File: src/rtl/dualport_ram_arbiter.sv
// Two-requester arbiter in front of dualport_ram: round-robin per RAM port, fixed 2-cycle read response.
// Optional macro DPRAM_ARB_RAW_BYPASS_EN forwards same-cycle write data to a colliding read.
module dualport_ram_arbiter #(
   parameter int MEM_WIDTH  = 16,
   parameter int ADDER_SIZE = 10
) (
   input  logic                  clk,
   input  logic                  rst,
   input  logic                  a_req_valid,
   input  logic                  a_req_we,
   input  logic [ADDER_SIZE-1:0] a_req_addr,
   input  logic [MEM_WIDTH-1:0]  a_req_wdata,
   output logic                  a_req_ready,
   output logic                  a_rsp_valid,
   output logic [MEM_WIDTH-1:0]  a_rsp_rdata,
   input  logic                  b_req_valid,
   input  logic                  b_req_we,
   input  logic [ADDER_SIZE-1:0] b_req_addr,
   input  logic [MEM_WIDTH-1:0]  b_req_wdata,
   output logic                  b_req_ready,
   output logic                  b_rsp_valid,
   output logic [MEM_WIDTH-1:0]  b_rsp_rdata,
   output logic [MEM_WIDTH-1:0]  ram_din,
   output logic [ADDER_SIZE-1:0] ram_addr_wr,
   output logic [ADDER_SIZE-1:0] ram_addr_rd,
   output logic                  ram_wr_en,
   output logic                  ram_rd_en,
   output logic                  ram_blk_select,
   input  logic [MEM_WIDTH-1:0]  ram_dout
);

   typedef enum logic {REQ_A = 1'b0, REQ_B = 1'b1} req_id_t;

   req_id_t wr_ptr;
   req_id_t rd_ptr;
   req_id_t s1_owner;
   logic    s1_valid;
   logic    active_q;

   logic a_wr, a_rd, b_wr, b_rd;
   logic a_wr_gnt, a_rd_gnt, b_wr_gnt, b_rd_gnt;
   logic [MEM_WIDTH-1:0] rsp_data;

   // active_q holds grants off until the first edge after reset release
   assign a_wr = active_q & a_req_valid &  a_req_we;
   assign a_rd = active_q & a_req_valid & ~a_req_we;
   assign b_wr = active_q & b_req_valid &  b_req_we;
   assign b_rd = active_q & b_req_valid & ~b_req_we;

   assign a_wr_gnt = a_wr & (~b_wr | (wr_ptr == REQ_A));
   assign b_wr_gnt = b_wr & (~a_wr | (wr_ptr == REQ_B));
   assign a_rd_gnt = a_rd & (~b_rd | (rd_ptr == REQ_A));
   assign b_rd_gnt = b_rd & (~a_rd | (rd_ptr == REQ_B));

   assign a_req_ready = a_wr_gnt | a_rd_gnt;
   assign b_req_ready = b_wr_gnt | b_rd_gnt;

   always_comb begin
      ram_wr_en   = a_wr_gnt | b_wr_gnt;
      ram_rd_en   = a_rd_gnt | b_rd_gnt;
      ram_addr_wr = '0;
      ram_din     = '0;
      ram_addr_rd = '0;
      if (a_wr_gnt) begin
         ram_addr_wr = a_req_addr;
         ram_din     = a_req_wdata;
      end else if (b_wr_gnt) begin
         ram_addr_wr = b_req_addr;
         ram_din     = b_req_wdata;
      end
      if (a_rd_gnt) begin
         ram_addr_rd = a_req_addr;
      end else if (b_rd_gnt) begin
         ram_addr_rd = b_req_addr;
      end
   end

   assign ram_blk_select = ram_wr_en | ram_rd_en;

`ifdef DPRAM_ARB_RAW_BYPASS_EN
   logic                 s1_bypass;
   logic [MEM_WIDTH-1:0] s1_wdata;

   // A same-address read/write pair returns the new data, captured beside stage 1
   always_ff @(posedge clk or negedge rst) begin
      if (!rst) begin
         s1_bypass <= 1'b0;
         s1_wdata  <= '0;
      end else begin
         s1_bypass <= ram_rd_en & ram_wr_en & (ram_addr_rd == ram_addr_wr);
         s1_wdata  <= ram_din;
      end
   end

   assign rsp_data = s1_bypass ? s1_wdata : ram_dout;
`else
   assign rsp_data = ram_dout;
`endif

   // Pointers flip only on contended grants; stage 1 marks the cycle ram_dout is valid
   always_ff @(posedge clk or negedge rst) begin
      if (!rst) begin
         active_q    <= 1'b0;
         wr_ptr      <= REQ_A;
         rd_ptr      <= REQ_A;
         s1_valid    <= 1'b0;
         s1_owner    <= REQ_A;
         a_rsp_valid <= 1'b0;
         b_rsp_valid <= 1'b0;
         a_rsp_rdata <= '0;
         b_rsp_rdata <= '0;
      end else begin
         active_q <= 1'b1;
         if (a_wr && b_wr) begin
            wr_ptr <= (wr_ptr == REQ_A) ? REQ_B : REQ_A;
         end
         if (a_rd && b_rd) begin
            rd_ptr <= (rd_ptr == REQ_A) ? REQ_B : REQ_A;
         end
         s1_valid    <= ram_rd_en;
         s1_owner    <= b_rd_gnt ? REQ_B : REQ_A;
         a_rsp_valid <= s1_valid && (s1_owner == REQ_A);
         b_rsp_valid <= s1_valid && (s1_owner == REQ_B);
         if (s1_valid && (s1_owner == REQ_A)) begin
            a_rsp_rdata <= rsp_data;
         end
         if (s1_valid && (s1_owner == REQ_B)) begin
            b_rsp_rdata <= rsp_data;
         end
      end
   end

endmodule
File: config.mk
export PLATFORM = sky130hd
export DESIGN_NAME = dualport_ram_arbiter
export DESIGN_NICKNAME = d
export VERILOG_FILES = /design/src/rtl/dualport_ram_arbiter.sv
export SDC_FILE = /design/constraint.sdc
export NUM_CORES = 1
export LEC_CHECK = 0
export CAP_MARGIN = 15
export CELL_PAD_IN_SITES_DETAIL_PLACEMENT = 0
export CELL_PAD_IN_SITES_GLOBAL_PLACEMENT = 1
export CORE_AREA = 2 2 74 76
export DETAILED_ROUTE_END_ITERATION = 12
export DIE_AREA = 0 0 76 78
export DONT_BUFFER_PORTS = 1
export PLACE_DENSITY = 0.8
export SETUP_SLACK_MARGIN = 0.1
export SLEW_MARGIN = 0
export SYNTH_ARGS = -nofsm -noshare
export SYNTH_HDL_FRONTEND = slang
export SYNTH_SLANG_ARGS = --single-unit
File: constraint.sdc
create_clock -name clk -period 1.6 [get_ports clk]
set_input_delay 0.48 -clock clk [delete_from_list [all_inputs] [get_ports clk]]
set_output_delay 0.48 -clock clk [all_outputs]
set_load 0.01 [all_outputs]
Word-level counts from Yosys, hierarchy flattened
Cells that the tools add are included.
{"block": "op_classes", "mux": 9, "reduce_logical": 4, "shift": 0, "mul": 0, "n_eq_ne": 0, "magnitude_cmp": 0, "bitwise": 28, "n_addsub": 0, "div": 0}
{"operator": "$mux 10", "count": 4}
{"operator": "$mux 16", "count": 2}
{"operator": "$and 1x1->1", "count": 10}
{"operator": "$not 1->1", "count": 9}
{"operator": "$or 1x1->1", "count": 9}
{"operator": "$logic_and 1x1->1", "count": 4}
{"operator": "$mux 1", "count": 3}
{"block": "word_totals", "out_inout_bits": 75, "input_bits": 74, "romBits": 0, "mem_count": 0, "register_bits": 39, "latch_bits": 0, "elab_cells": 50, "ram_bits": 0}

Logic depth before layout (Yosys ltp)
{"block": "logic_depth", "ltp_word": 7, "ltp_mapped": 5, "ltp_nobuf": 3}

Least setup slack after synthesis
No wires, ideal clock.
{"block": "synth_timing", "path_kind": "input-to-output", "startpoint": "input port a_req_we", "endpoint": "output port ram_addr_rd[0]", "arrival_time_ns": 1.231, "required_ns": 1.120, "path_stages": 4, "setup_slack_ns": -0.111, "n_path_buf": 1, "path_cell_list": "nand2b_1 > o21ai_0 > buf_2 > o22ai_1"}
{"block": "synth_between", "elab_chain_cells": 7, "word_cells_on_any_way": 8, "cone_classes": "2 x mux; 6 x bitwise"}
{"element": "from (decl)", "line": "10", "source": "input logic a_req_we,"}
{"element": "$not 1->1 *", "line": "46", "source": "assign a_rd = active_q & a_req_valid & ~a_req_we;"}
{"element": "$and 1x1->1 *", "line": "46"}
{"element": "$not 1->1", "line": "53", "source": "assign b_rd_gnt = b_rd & (~a_rd | (rd_ptr == REQ_B));"}
{"element": "$or 1x1->1", "line": "53"}
{"element": "$and 1x1->1", "line": "53"}
{"element": "$mux 10", "line": "73", "source": "end else if (b_rd_gnt) begin"}
{"element": "$mux 10 *", "line": "71", "source": "if (a_rd_gnt) begin"}
{"element": "to (decl)", "line": "25", "source": "output logic [ADDER_SIZE-1:0] ram_addr_rd,"}
Every way passes the cells marked *; elsewhere a longest branch is shown, timed or not.

Worst setup path in the final report
{"block": "layout_timing", "startpoint": "register wr_ptr", "endpoint": "output port ram_din[11]"}
{"block": "layout_between", "elab_chain_cells": 4, "word_cells_on_any_way": 7, "cone_classes": "2 x mux; 5 x bitwise"}
{"element": "from (decl)", "line": "34", "source": "req_id_t wr_ptr;"}
{"element": "from (signal assigned)", "line": "115", "source": "wr_ptr <= (wr_ptr == REQ_A) ? REQ_B : REQ_A;"}
{"element": "$or 1x1->1 / $not 1->1 (equally long branches)"}
{"element": "$and 1x1->1 / $or 1x1->1 (equally long branches)", "line": "51, 50"}
{"element": "$mux 16 / $and 1x1->1 (equally long branches)", "line": "67, 50"}
{"element": "$mux 16 *", "line": "64", "source": "if (a_wr_gnt) begin"}
{"element": "to (decl)", "line": "23", "source": "output logic [MEM_WIDTH-1:0] ram_din,"}
Marks and branches as above.

==> metrics <==
post-synth cell types=27; mean number of vias per cell=5.88; clock-pin slew of the registers on the worst-case setup and hold paths=0.07 ns; worst-skew pair later-pin latency=0.28 ns; effective utilization at floorplan=38.0%; core outline area=5040 sq um; Critical Path Start Type=flop; power density of the placed cells=1110 nW/um^2; final-stage net count=274; flop and latch count out of synthesis=39; Port Buffer Count=0; Period Utilization, post-route=125%; root cell of the clock tree=sky130_fd_sc_hd__clkbuf_8; launching instance or port of the critical path=wr_ptr$_DFFE_PN0P_; DIE AREA=5930 sq um; unrepaired setup endpoints after global routing=true; number of primary I/O pins=149; placer congestion estimate=0.802; antenna violations before repair=0; final count of negative-setup-slack endpoints=41; GRT Residual Overflow=0; Die X=76 microns; overall global routing resource usage=18.2%; required time at the worst-slack endpoint=1.12 ns; final non-filler cell total=271; Post-Layout Inst Area=2910 sq um; Worst Path Arrival=1.51 ns; worst reg-to-reg setup slack=0.22 ns; post-synthesis average cell area=11.5 sq um; maximum number of pins on one net before global-route repair=40; area of the multi-input gates=1280 sq um; post-synth design cell area=1920 sq um; final worst-path setup slack=-0.394 ns; Max clock buf depth=2; via count of the first global-routing pass=1,601; DP Cell Count=248; Cell Rows=26; Fin Clk Skew=0.00315 ns; Num CTS Buffers=5; number of maximum-capacitance violations=0; final-layout fill cell count=402; DR pass1 iterations=4; clock sink count=39; total half-perimeter wirelength after legalization and detailed placement=4080 microns; Layout area overhead=51.8%; cell area after placement=2350 sq um; worst-case hold slack=0.0269 ns; Syn. warnings=0; nature of the critical path endpoint=output pin; Sequential Area=977 sq um; Max Transition Viols Final=0; status=finished, violations left; fraction of final layout cells with drive strength greater than 1=65.2%; category of the critical setup timing path=flop to output pin; highest ir drop seen on vdd=0.000472 V; max frequency=0.501 GHz; CTS H-Tree Depth=2; Syn Nets=240; ANT nets after route=0; crit path max fanout=17; worst min-delay path category=input pin to async pin; via count=1,594; Final min period=1.99 ns; worst reg2reg path startpoint=active_q$_DFF_PN0_; violated checks=setup timing; setup total negative slack=-11.50 ns; static leakage=1.17 nW; Final Routed Wirelength=5980 microns; clock tree from TritonCTS=done; overall power after layout=3.24 mW; n_diodes=0; first-pass GRT wire length=8390 microns; wire per inst=22.1 microns; gate count after technology mapping=166; Remaining DRCs=0; Die Y=78 microns; number of DRC markers in iteration 0=44; sequential cell area fraction in the yosys report=50.9%; final number of hold-violating endpoints=0
## synthesized netlist by cell type (all sizes together)
cell    number  area share, %
dfrtp       39             51
or3          1           0.33
a22oi        1           0.39
nor3b        1           0.98
xnor2        1           0.46
clkbuf       2           0.39
conb         1           0.20
o21bai       2           0.78
a21oi        1           0.26
mux2        32             19
nand3b       1           0.39
a21o         1           0.39
a22o        16            7.3
inv          2           0.39
nand2b       2           0.65
o21ai        1           0.26
nand2       22            4.4
nor2         3           0.59
nand3        4            1.0
o22ai       20            6.5
nor2b        3           0.98
a31oi        1           0.33
buf          8            2.7
xor2         1           0.46
## cell type report
cell class,instances,area share [%]
repair buffers,37,14.5
inverters,2,0.344
flip-flops and latches,39,33.6
well taps,70,3.01
clock inverters,2,2.06
multi-input cells,115,44.0
clock buffers,6,2.49
## state kept, by name, indices dropped and copies added (netlist names)
signal / count
a_rsp_rdata: 16
b_rsp_rdata: 16
a_rsp_valid: 1
active_q: 1
b_rsp_valid: 1
rd_ptr: 1
s1_owner: 1
s1_valid: 1
wr_ptr: 1
## cells by family after synthesis
kind of cell | after synthesis | share of synthesized area (%)
compound gates | 43 | 16.3
xor+xnor | 2 | 0.914
buf+inv | 12 | 3.52
flops | 39 | 50.9
mux | 32 | 18.8
other cells | 1 | 0.196
simple gates | 37 | 9.40
## layer usage
layer  up-vias  part of all wire, %  wire, microns  track usage (%)
met5         -                    0              0                0
met4         0                  2.9            174             6.91
met3        18                  9.6            576             7.56
met2       114                   55           3260             35.1
met1       784                   33           1970             17.1
li1        678                    -              -                -
## power by group
| group | switching [mW] | leakage, nW | total (mW) | internal [mW] |
|---|---|---|---|---|
| combinational | 0.378 | 0.642 | 0.840 | 0.462 |
| sequential | 0.251 | 0.463 | 1.46 | 1.21 |
| clock | 0.317 | 0.0654 | 0.940 | 0.623 |
## cells in the final DEF, fill, tap and decap left out, drive strengths merged
master  instances
conb            1
nor2b           3
nand2b          2
clkbuf          7
nor2            3
a21oi           1
bufinv          2
o22ai          20
a22oi           1
o21bai          2
mux2           32
inv             2
nand2          22
xor2            1
xnor2           1
nand3           4
a31oi           1
o21ai           1
a21o            1
nor3b           1
or3             1
buf            36
dfrtp          39
a22o           16
nand3b          1
## critical path: stages (launching register included)
cell and delay [ns]:
sky130_fd_sc_hd__dfrtp_1 0.41, sky130_fd_sc_hd__nand3b_1 0.22, sky130_fd_sc_hd__nor3b_4 0.19, sky130_fd_sc_hd__buf_12 0.14
sky130_fd_sc_hd__a22o_4 0.27
## repair_timing
action                                  in CTS  in global routing
pin swaps                                    4                  4
cloned                                       5                  0
buffers inserted                             5                  5
endpoints found under the hold margin       39                  0
endpoints found under the setup margin      41                 41
hold buffers                                 1                  0
resized for setup                           24                 39
## worst paths after layout
path / endpoint / depth (start not counted)
min: a_rsp_rdata[6]$_DFFE_PN0P_ / 1
max reg2reg: rd_ptr$_DFFE_PN0P_ / 5
min reg2reg: b_rsp_rdata[9]$_DFFE_PN0P_ / 1
max: ram_din[11] / 4
max in group asynchronous: active_q$_DFF_PN0_ / 1
min in group clk: b_rsp_rdata[9]$_DFFE_PN0P_ / 1
## through the flow
stage | util, % | worst slack, ns
2_1_floorplan | - | -0.0888
3_3_place_gp | 46.6 | -0.0466
3_5_place_dp | 46.6 | -0.0610
4_1_cts | 53.8 | -0.383
5_1_grt | 57.7 | -0.445
6_report | 57.7 | -0.394
(Power assumes the default switching activity.)
